==> config.mk <==
export PLATFORM = sky130hd
export DESIGN_NAME = fifo_wr_arbiter
export DESIGN_NICKNAME = d
export VERILOG_FILES = /design/src/rtl/fifo_wr_arbiter.sv
export SDC_FILE = /design/constraint.sdc
export NUM_CORES = 1
export LEC_CHECK = 0
export BUFFER_PORTS_ARGS = -buffer_cell sky130_fd_sc_hd__buf_2
export CAP_MARGIN = 20
export CORE_ASPECT_RATIO = 1.75
export CORE_MARGIN = 3
export CORE_UTILIZATION = 35
export DETAILED_ROUTE_END_ITERATION = 16
export PLACE_DENSITY = 0.78
export SLEW_MARGIN = 20
export SYNTH_ARGS = -nofsm -noshare
export SYNTH_HDL_FRONTEND = slang
export SYNTH_SLANG_ARGS = --single-unit
==> constraint.sdc <==
create_clock -name clk -period 1.5 [get_ports clk]
set_clock_uncertainty 0.15 [all_clocks]
set_input_delay 0.3 -clock clk [delete_from_list [all_inputs] [get_ports clk]]
set_output_delay 0.3 -clock clk [all_outputs]
set_load 0.02 [all_outputs]
==> src/rtl/fifo_wr_arbiter.sv <==
// rtl/fifo_wr_arbiter.sv - round-robin burst arbiter for the tile FIFO write port
// Grants one producer for up to MAX_BURST words, honouring fifo_full and ena.
module fifo_wr_arbiter #(
  parameter int N_REQ     = 4,
  parameter int DW        = 6,
  parameter int MAX_BURST = 4
) (
  input  logic                clk,
  input  logic                rst,
  input  logic                ena,
  input  logic [N_REQ-1:0]    req,
  input  logic [N_REQ*DW-1:0] wdata,
  output logic [N_REQ-1:0]    gnt,
  output logic [N_REQ-1:0]    ack,
  input  logic                fifo_full,
  output logic                fifo_wr_en,
  output logic [DW-1:0]       fifo_wdata,
  output logic                busy
);

  localparam int PW = (N_REQ > 1) ? $clog2(N_REQ) : 1;
  localparam int CW = $clog2(MAX_BURST + 1);
  localparam logic [CW-1:0] CNT_LAST   = CW'(MAX_BURST - 1);
  localparam logic [PW-1:0] OWNER_LAST = PW'(N_REQ - 1);

  typedef enum logic {IDLE, BURST} state_t;

  state_t          state;
  logic [PW-1:0]   owner;
  logic [PW-1:0]   ptr;
  logic [CW-1:0]   burst_cnt;
  logic [PW-1:0]   sel_idx;
  logic [PW-1:0]   scan_idx;
  logic            sel_valid;
  logic            owner_req;
  logic            wr;
  logic [DW-1:0]   owner_data;

  // gnt is one-hot on owner, so masking with it selects the owner's request/data.
  assign owner_req  = |(req & gnt);
  assign wr         = busy & ena & owner_req & ~fifo_full;
  assign fifo_wr_en = wr;
  assign ack        = wr ? gnt : '0;
  assign fifo_wdata = wr ? owner_data : '0;

  always_comb begin
    owner_data = '0;
    for (int k = 0; k < N_REQ; k++) begin
      owner_data = owner_data | (wdata[k*DW +: DW] & {DW{gnt[k]}});
    end
  end

  // Scan from the far end back toward ptr so the nearest requester wins.
  always_comb begin
    sel_valid = 1'b0;
    sel_idx   = '0;
    scan_idx  = '0;
    for (int i = N_REQ - 1; i >= 0; i--) begin
      scan_idx = PW'((int'(ptr) + i) % N_REQ);
      if (req[scan_idx]) begin
        sel_valid = 1'b1;
        sel_idx   = scan_idx;
      end
    end
  end

  always_ff @(posedge clk) begin
    if (rst) begin
      state     <= IDLE;
      gnt       <= '0;
      owner     <= '0;
      ptr       <= '0;
      burst_cnt <= '0;
      busy      <= 1'b0;
    end else if (ena) begin
      case (state)
        IDLE: begin
          if (sel_valid) begin
            state     <= BURST;
            owner     <= sel_idx;
            gnt       <= N_REQ'(1) << sel_idx;
            burst_cnt <= '0;
            busy      <= 1'b1;
          end
        end
        BURST: begin
          if (!owner_req || (wr && burst_cnt == CNT_LAST)) begin
            state     <= IDLE;
            gnt       <= '0;
            busy      <= 1'b0;
            burst_cnt <= '0;
            ptr       <= (owner == OWNER_LAST) ? '0 : owner + 1'b1;
          end else if (wr) begin
            burst_cnt <= burst_cnt + 1'b1;
          end
        end
        default: state <= IDLE;
      endcase
    end
  end

endmodule

==> run_results.csv, run 1 <==
group,metric,value,unit
power_and_ir_drop,powerDensity,598,nW/um2
sta,tightest_slew,0.354,ns
drt,drc,0,
synth,synth_edf_count,0,
critical_path,critPathLaunchType,"flop",
place,place.gp.congestion,0.847,
synth,synthTopCellsByCount,"a21oi_1, dfxtp_1, a22oi_1, nand2_1, nor2_1",
worst_hold_path,hold_class,"input port to flop",
sta,relSlewSlack,0.764,
critical_path,crit_end,"gnt[0]",
drt,first_iter_violations,20,
synth,yosysUniqueCellTypes,35,
global_routing,grt.total_usage,0.200,
place,port_buffers,47,
synth,synthArstFlopShare,0,
synth,synthCells,109,
final_layout,nets,213,
synth,ys_seq_area_frac,0.283,
critical_path,cp_common_cell,"o21ai_4",
critical_path,cp-startpoint,"gnt[1]",
synth,synth_fp_nets,144,
final_layout,area_delta_synth_final,79.8,%
critical_path,cp.depth,7,
critical_path,cp_data_required_time,1.52,ns
critical_path,rr_startpoint,"gnt[1]",
place,place_area,1330,um2
place,dp_hpwl,2280,um
synth,synth-seq-cells,13,
clock_network,cts_root_buffer,"clkbuf_8",
power_and_ir_drop,internal-power,0.695,mW
die,die_w,44.7,um
die,fp-row-count,24,
drt,final_antenna_net_count,0,
sta,setup-tns-final,-6.56,ns
sta,fmax,0.530,GHz
sta,final_hold_viol_count,0,
drt,vias_per_cell,5.47,
sta,fin_crit_sh,1.26,
global_routing,grt_antenna_before_repair,0,
global_routing,grt_pass1_vias,1111,
critical_path,cp.arrival,1.91,ns
clock_network,insertion_delay,0.25,ns
final_layout,design_area,1650,um2
clock_network,cts_buffers,3,
clock_network,cts_buffer_depth,2,
critical_path,critPathMaxFanout,3,
power_and_ir_drop,p_leak,0.690,nW
critical_path,end_kind,"flop",
die,initial_core_util,0.368,
sta,slew_violations,0,
global_routing,overflow,0,
synth,yosys.area.top_type_share,0.283,
clock_network,htreeDepth,1,
synth,synthTopCellsByArea,"dfxtp_1, a22oi_1, a21oi_1, buf_6, mux2i_1",
critical_path,crit_buf_inv,2,
power_and_ir_drop,seqPwrFrac,0.378,
clock_network,path_clk_slew,0.06,ns
synth,yosysTopAreaCell,"dfxtp_1",
synth,yosysMostFrequentCell,"a21oi_1",
drt,dr_total_vias,1111,
worst_hold_path,min_from,"rst",
power_and_ir_drop,netSwitchingFraction,0.295,
clock_network,cts_sinks,13,
synth,netlist_area,918,um2
clock_network,cts_tree,"done",
sta,setup_violations,22,
critical_path,ff2ff_setup_slack,-0.39,ns
critical_path,cp_slowest_stage_delay,0.42,ns
drt,drtPass1Iterations,4,
final_layout,num_antenna_cells,0,
global_routing,grt_pass1_wl,4800,um
critical_path,cpMaxStageDelayCell,"or4_1",
status,status,"finished with violations",
global_routing,grt_max_degree,15,
place,pre_cts_ws,-0.436,ns
critical_path,worst-setup-path-type,"flop to flop",
synth,ys_warn_count,0,
clock_network,ctsHoldBuffers,0,
flow_run,drv_cap,0,
sta,setup_slack,-0.387,ns
synth,ys.flop_type,"dfxtp_1",
power_and_ir_drop,p_switching,0.292,mW
die,die_h,73.8,um
synth,syn_area_per_cell,8.43,um2
final_layout,final_layout_size_suffix_gt1_frac,0.661,
die,ioPinCount,48,
critical_path,r2r_cells,7,
die,die_area,3300,um2
status,violations,"negative setup slack",
power_and_ir_drop,ir_worst_vdd,0.000540,V
die,core_area,2490,um2
drt,wl_per_cell,15.8,um
power_and_ir_drop,power_frac_clock,0.328,
sta,min_period,1.89,ns
critical_path,crit_family,"compound AO/OA/AOI/OAI gates",
critical_path,r2r_end,"gnt[0]",
critical_path,path_cells,"a22o_4 > buf_4 > buf_6 > o21ai_4 > o21ai_4 > or4_1 > a21oi_1",
sta,rsz0062_at_grt,"yes",
power_and_ir_drop,comb_power_share,0.294,
drt,wirelength,3210,um
[final cells by class]
class,instances,area [um2]
clock buffers,4,45.0
fillers,193,841
inverters,5,18.8
multi-input cells,83,757
flip-flops and latches,13,268
well taps,26,32.5
repair buffers,72,531
[cells by family after synthesis]
group / Yosys count / synth area share
mux: 4 / 0.0436
compound gates: 41 / 0.311
fa+ha+maj: 3 / 0.0409
flops: 13 / 0.283
buf+inv: 13 / 0.102
simple gates: 35 / 0.219
[per-layer routing]
metal	vias up	track usage	wire, um
met1	509	0.173	1060
met4	0	0.104	80
met3	8	0.0196	244
li1	539	-	-
met2	55	0.410	1820
met5	-	0	0
[timing repair]
action	in CTS	in global routing
buffers inserted	6	3
resized for setup	34	20
pin swaps	14	14
endpoints found under the setup margin	24	24
endpoints found under the hold margin	0	0
[flip-flops by register name, summed over array words and instances, names as in the netlist]
register / cells
burst_cnt: 3
gnt: 4
owner: 2
busy: 1
ptr: 2
state: 1
[per-stage QoR]
stage,power (mW),hold WS [ns],util,cells
finish,0.987,0.258,0.663,203
global route,1.03,0.268,0.663,203
CTS,0.968,0.234,0.622,200
detailed placement,0.606,0.301,0.535,190
global placement,0.595,0.288,0.535,190
floorplan,0.517,0.212,-,109
[power by group through the flow]
stage	clock network (mW)	logic, mW	registers (mW)
floorplan	0	0.128	0.390
global placement	0	0.217	0.378
detailed placement	0	0.226	0.379
CTS	0.334	0.262	0.373
global route	0.344	0.313	0.374
finish	0.323	0.290	0.373
[cell usage in the layout (no fill, tap or decap), drive strengths merged, types with 5 or more instances in the layout]
| cell | count |
|---|---|
| dfxtp | 13 |
| buf | 72 |
| inv | 5 |
| a22oi | 12 |
| nor2 | 7 |
| a21oi | 18 |
| nand2 | 9 |
[how the worst min path moves through the flow]
stage	to	slack [ns]	depth (start not counted)
floorplan	gnt[0]	0.21	1
global placement	burst_cnt[2]	0.29	2
detailed placement	burst_cnt[2]	0.30	2
CTS	gnt[3]	0.23	2
global route	gnt[2]	0.27	2
finish	ptr[0]	0.26	2
No activity file was read; power rests on OpenSTA's default activity.
==> run 2, diff against run 1 <==
--- a/config.mk
+++ b/config.mk
@@ -5,13 +5,14 @@
 export SDC_FILE = /design/constraint.sdc
 export NUM_CORES = 1
 export LEC_CHECK = 0
+export ABC_AREA = 1
 export BUFFER_PORTS_ARGS = -buffer_cell sky130_fd_sc_hd__buf_2
 export CAP_MARGIN = 20
 export CORE_ASPECT_RATIO = 1.75
 export CORE_MARGIN = 3
 export CORE_UTILIZATION = 35
 export DETAILED_ROUTE_END_ITERATION = 16
-export PLACE_DENSITY = 0.78
+export PLACE_DENSITY = 0.76
 export SLEW_MARGIN = 20
 export SYNTH_ARGS = -nofsm -noshare
 export SYNTH_HDL_FRONTEND = slang
==> run 2 against run 1 <==
The run still ends with negative setup slack left. Global-route usage barely moved. Critical path depth is 1 lower. Combinational power grew to 2.6 times the previous value. Worst hold slack lost 0.068 ns. Flip-flop and latch count unchanged. Clock power up 4%. Via count is 32% higher. Cell count increased by 44%. First-iteration DRC count grew to 2.7 times the previous value. Critical endpoint is now fifo_wdata[3]. Critical path type is now flop to output port.
==> run_results.csv, run 2 <==
group,metric,value,unit
critical_path,critPathLaunchType,"flop",
place,dp_hpwl,2650,um
final_layout,mostFrequentLayoutCells,"buf_2, nand2_1, nand2_2, buf_4, buf_6",
synth,synthArstFlopShare,0,
place,dp_cells,281,
critical_path,cpMaxStageDelayCell,"dfxtp_4",
synth,yosysUniqueCellTypes,24,
final_layout,largest-register,"gnt",
sta,rsz0062_at_grt,"yes",
critical_path,cp_data_required_time,1.05,ns
status,violations,"negative setup slack",
synth,ys.flop_type,"dfxtp_1",
power_and_ir_drop,p_leak,0.969,nW
final_layout,layout_commonest_cell,"buf_2",
clock_network,insertion_delay,0.25,ns
critical_path,cp_slowest_stage_delay,0.36,ns
global_routing,grt_antenna_before_repair,0,
synth,ys_seq_area_frac,0.240,
critical_path,cp-startpoint,"gnt[0]",
place,port_buffers,47,
final_layout,area_delta_synth_final,101,%
clock_network,cts_root_buffer,"clkbuf_8",
critical_path,rr_startpoint,"ptr[0]",
final_layout,instances_no_fill,293,
synth,yosysTopAreaCell,"dfxtp_1",
drt,drc,0,
synth,synthTopCellsByArea,"dfxtp_1, nand2_1, a21oi_1, inv_1, nand3_1",
die,die_h,79.6,um
synth,yosysMostFrequentCell,"nand2_1",
clock_network,cts_tree,"done",
final_layout,design_area,2180,um2
synth,synth-seq-cells,13,
worst_hold_path,min_from,"rst",
clock_network,path_clk_slew,0.06,ns
worst_hold_path,hold_class,"input port to flop",
critical_path,end_kind,"output port",
sta,setup_violations,24,
clock_network,htreeDepth,1,
place,place_area,1610,um2
global_routing,grt_pass1_vias,1393,
power_and_ir_drop,ir_worst_vdd,0.000566,V
critical_path,cp_common_cell,"nand4_1",
sta,min_period,1.90,ns
die,die_area,3830,um2
global_routing,grt_max_degree,10,
die,die_w,48.1,um
drt,final_antenna_net_count,0,
clock_network,cts_sinks,13,
global_routing,grt_pass1_wl,5630,um
die,ioPinCount,48,
global_routing,grt.total_usage,0.200,
synth,syn_area_per_cell,6.09,um2
final_layout,fill_cells,187,
sta,fmax,0.527,GHz
global_routing,overflow,0,
sta,relSlewSlack,0.765,
sta,tightest_slew,0.352,ns
critical_path,crit_buf_inv,2,
critical_path,cp.arrival,1.45,ns
synth,synth_fp_nets,213,
synth,ys_warn_count,0,
synth,synthTopCellsByCount,"nand2_1, inv_1, a21oi_1, dfxtp_1",
critical_path,worst-setup-path-type,"flop to output port",
final_layout,nets,287,
sta,fin_crit_sh,1.27,
critical_path,crit_family,"flip-flops",
final_layout,largest_registers,"gnt (4), burst_cnt (3)",
final_layout,largest_register_ffs,4,
place,pre_cts_ws,-0.262,ns
drt,wl_per_cell,14.9,um
sta,slew_violations,0,
synth,synth_edf_count,0,
drt,drtPass1Iterations,4,
critical_path,path_cells,"nand2_2 > nand4_1 > nand4_1 > buf_6 > a41oi_2 > buf_4",
clock_network,cts_buffer_depth,2,
drt,vias_per_cell,5.02,
sta,final_hold_viol_count,0,
die,core_area,2960,um2
synth,yosys.area.top_type_share,0.240,
sta,setup_slack,-0.398,ns
status,status,"finished with violations",
die,initial_core_util,0.366,
final_layout,fin_util,0.737,
die,fp-row-count,26,
final_layout,final_layout_size_suffix_gt1_frac,0.705,
clock_network,cts_buffers,3,
synth,synthCells,178,
clock_network,ctsHoldBuffers,0,
drt,wirelength,4370,um
drt,dr_total_vias,1472,
synth,netlist_area,1080,um2
place,place.gp.congestion,0.851,
power_and_ir_drop,powerDensity,694,nW/um2
critical_path,critPathMaxFanout,4,
sta,hold_slack,0.190,ns
final_layout,num_antenna_cells,0,
flow_run,drv_cap,0,
drt,first_iter_violations,54,
[run 2: metal layers]
layer / global-route usage / vias to the layer above / share of wire
met2: 0.378 / 53 / 0.54
met3: 0.0316 / 18 / 0.044
met5: 0 / - / 0
li1: - / 718 / -
met1: 0.187 / 683 / 0.38
met4: 0.0916 / 0 / 0.038
[run 2: path summary, 6_finish.rpt]
kind                   endpoint  slack [ns]  cells past startpoint
setup / recovery  fifo_wdata[3]       -0.40                      6
hold / removal           gnt[2]        0.19                      2
setup reg to reg         gnt[3]       -0.20                     10
hold reg to reg        owner[0]        0.35                      2
[run 2: cell families after synthesis]
logic type / Yosys count / share of synthesized area
flops: 13 / 0.240
buf+inv: 31 / 0.123
compound gates: 34 / 0.198
simple gates: 97 / 0.404
fa+ha+maj: 3 / 0.0346
[run 2: through the flow]
step                      total power [mW]  setup TNS [ns]
final                                 1.51           -5.45
after global routing                  1.58           -6.71
after CTS                             1.31           -4.59
after detailed placement             0.898           -4.29
after global placement               0.888           -3.58
after floorplan                      0.742           -1.94
[run 2: repair_timing]
item                       CTS  global route
resized for setup           70            62
setup endpoints to repair   22            24
setup buffers                3             8
pin swaps                   22            24
[run 2: cell type report]
class	count	area, um2	share of cell area
Sequential cell	13	285	0.131
Tap cell	42	52.6	0.0241
Multi-Input combinational cell	134	1140	0.523
Clock inverter	1	5.00	0.00229
Clock buffer	3	41.3	0.0189
Inverter	24	95.1	0.0436
Timing Repair Buffer	76	561	0.257
[run 2: power by group]
part / switching [mW] / leakage [nW] / total (mW) / internal [mW]
Combinational: 0.441 / 0.831 / 0.758 / 0.316
Sequential: 0.0422 / 0.112 / 0.420 / 0.378
Clock: 0.151 / 0.0255 / 0.335 / 0.184
Total: 0.634 / 0.969 / 1.51 / 0.879
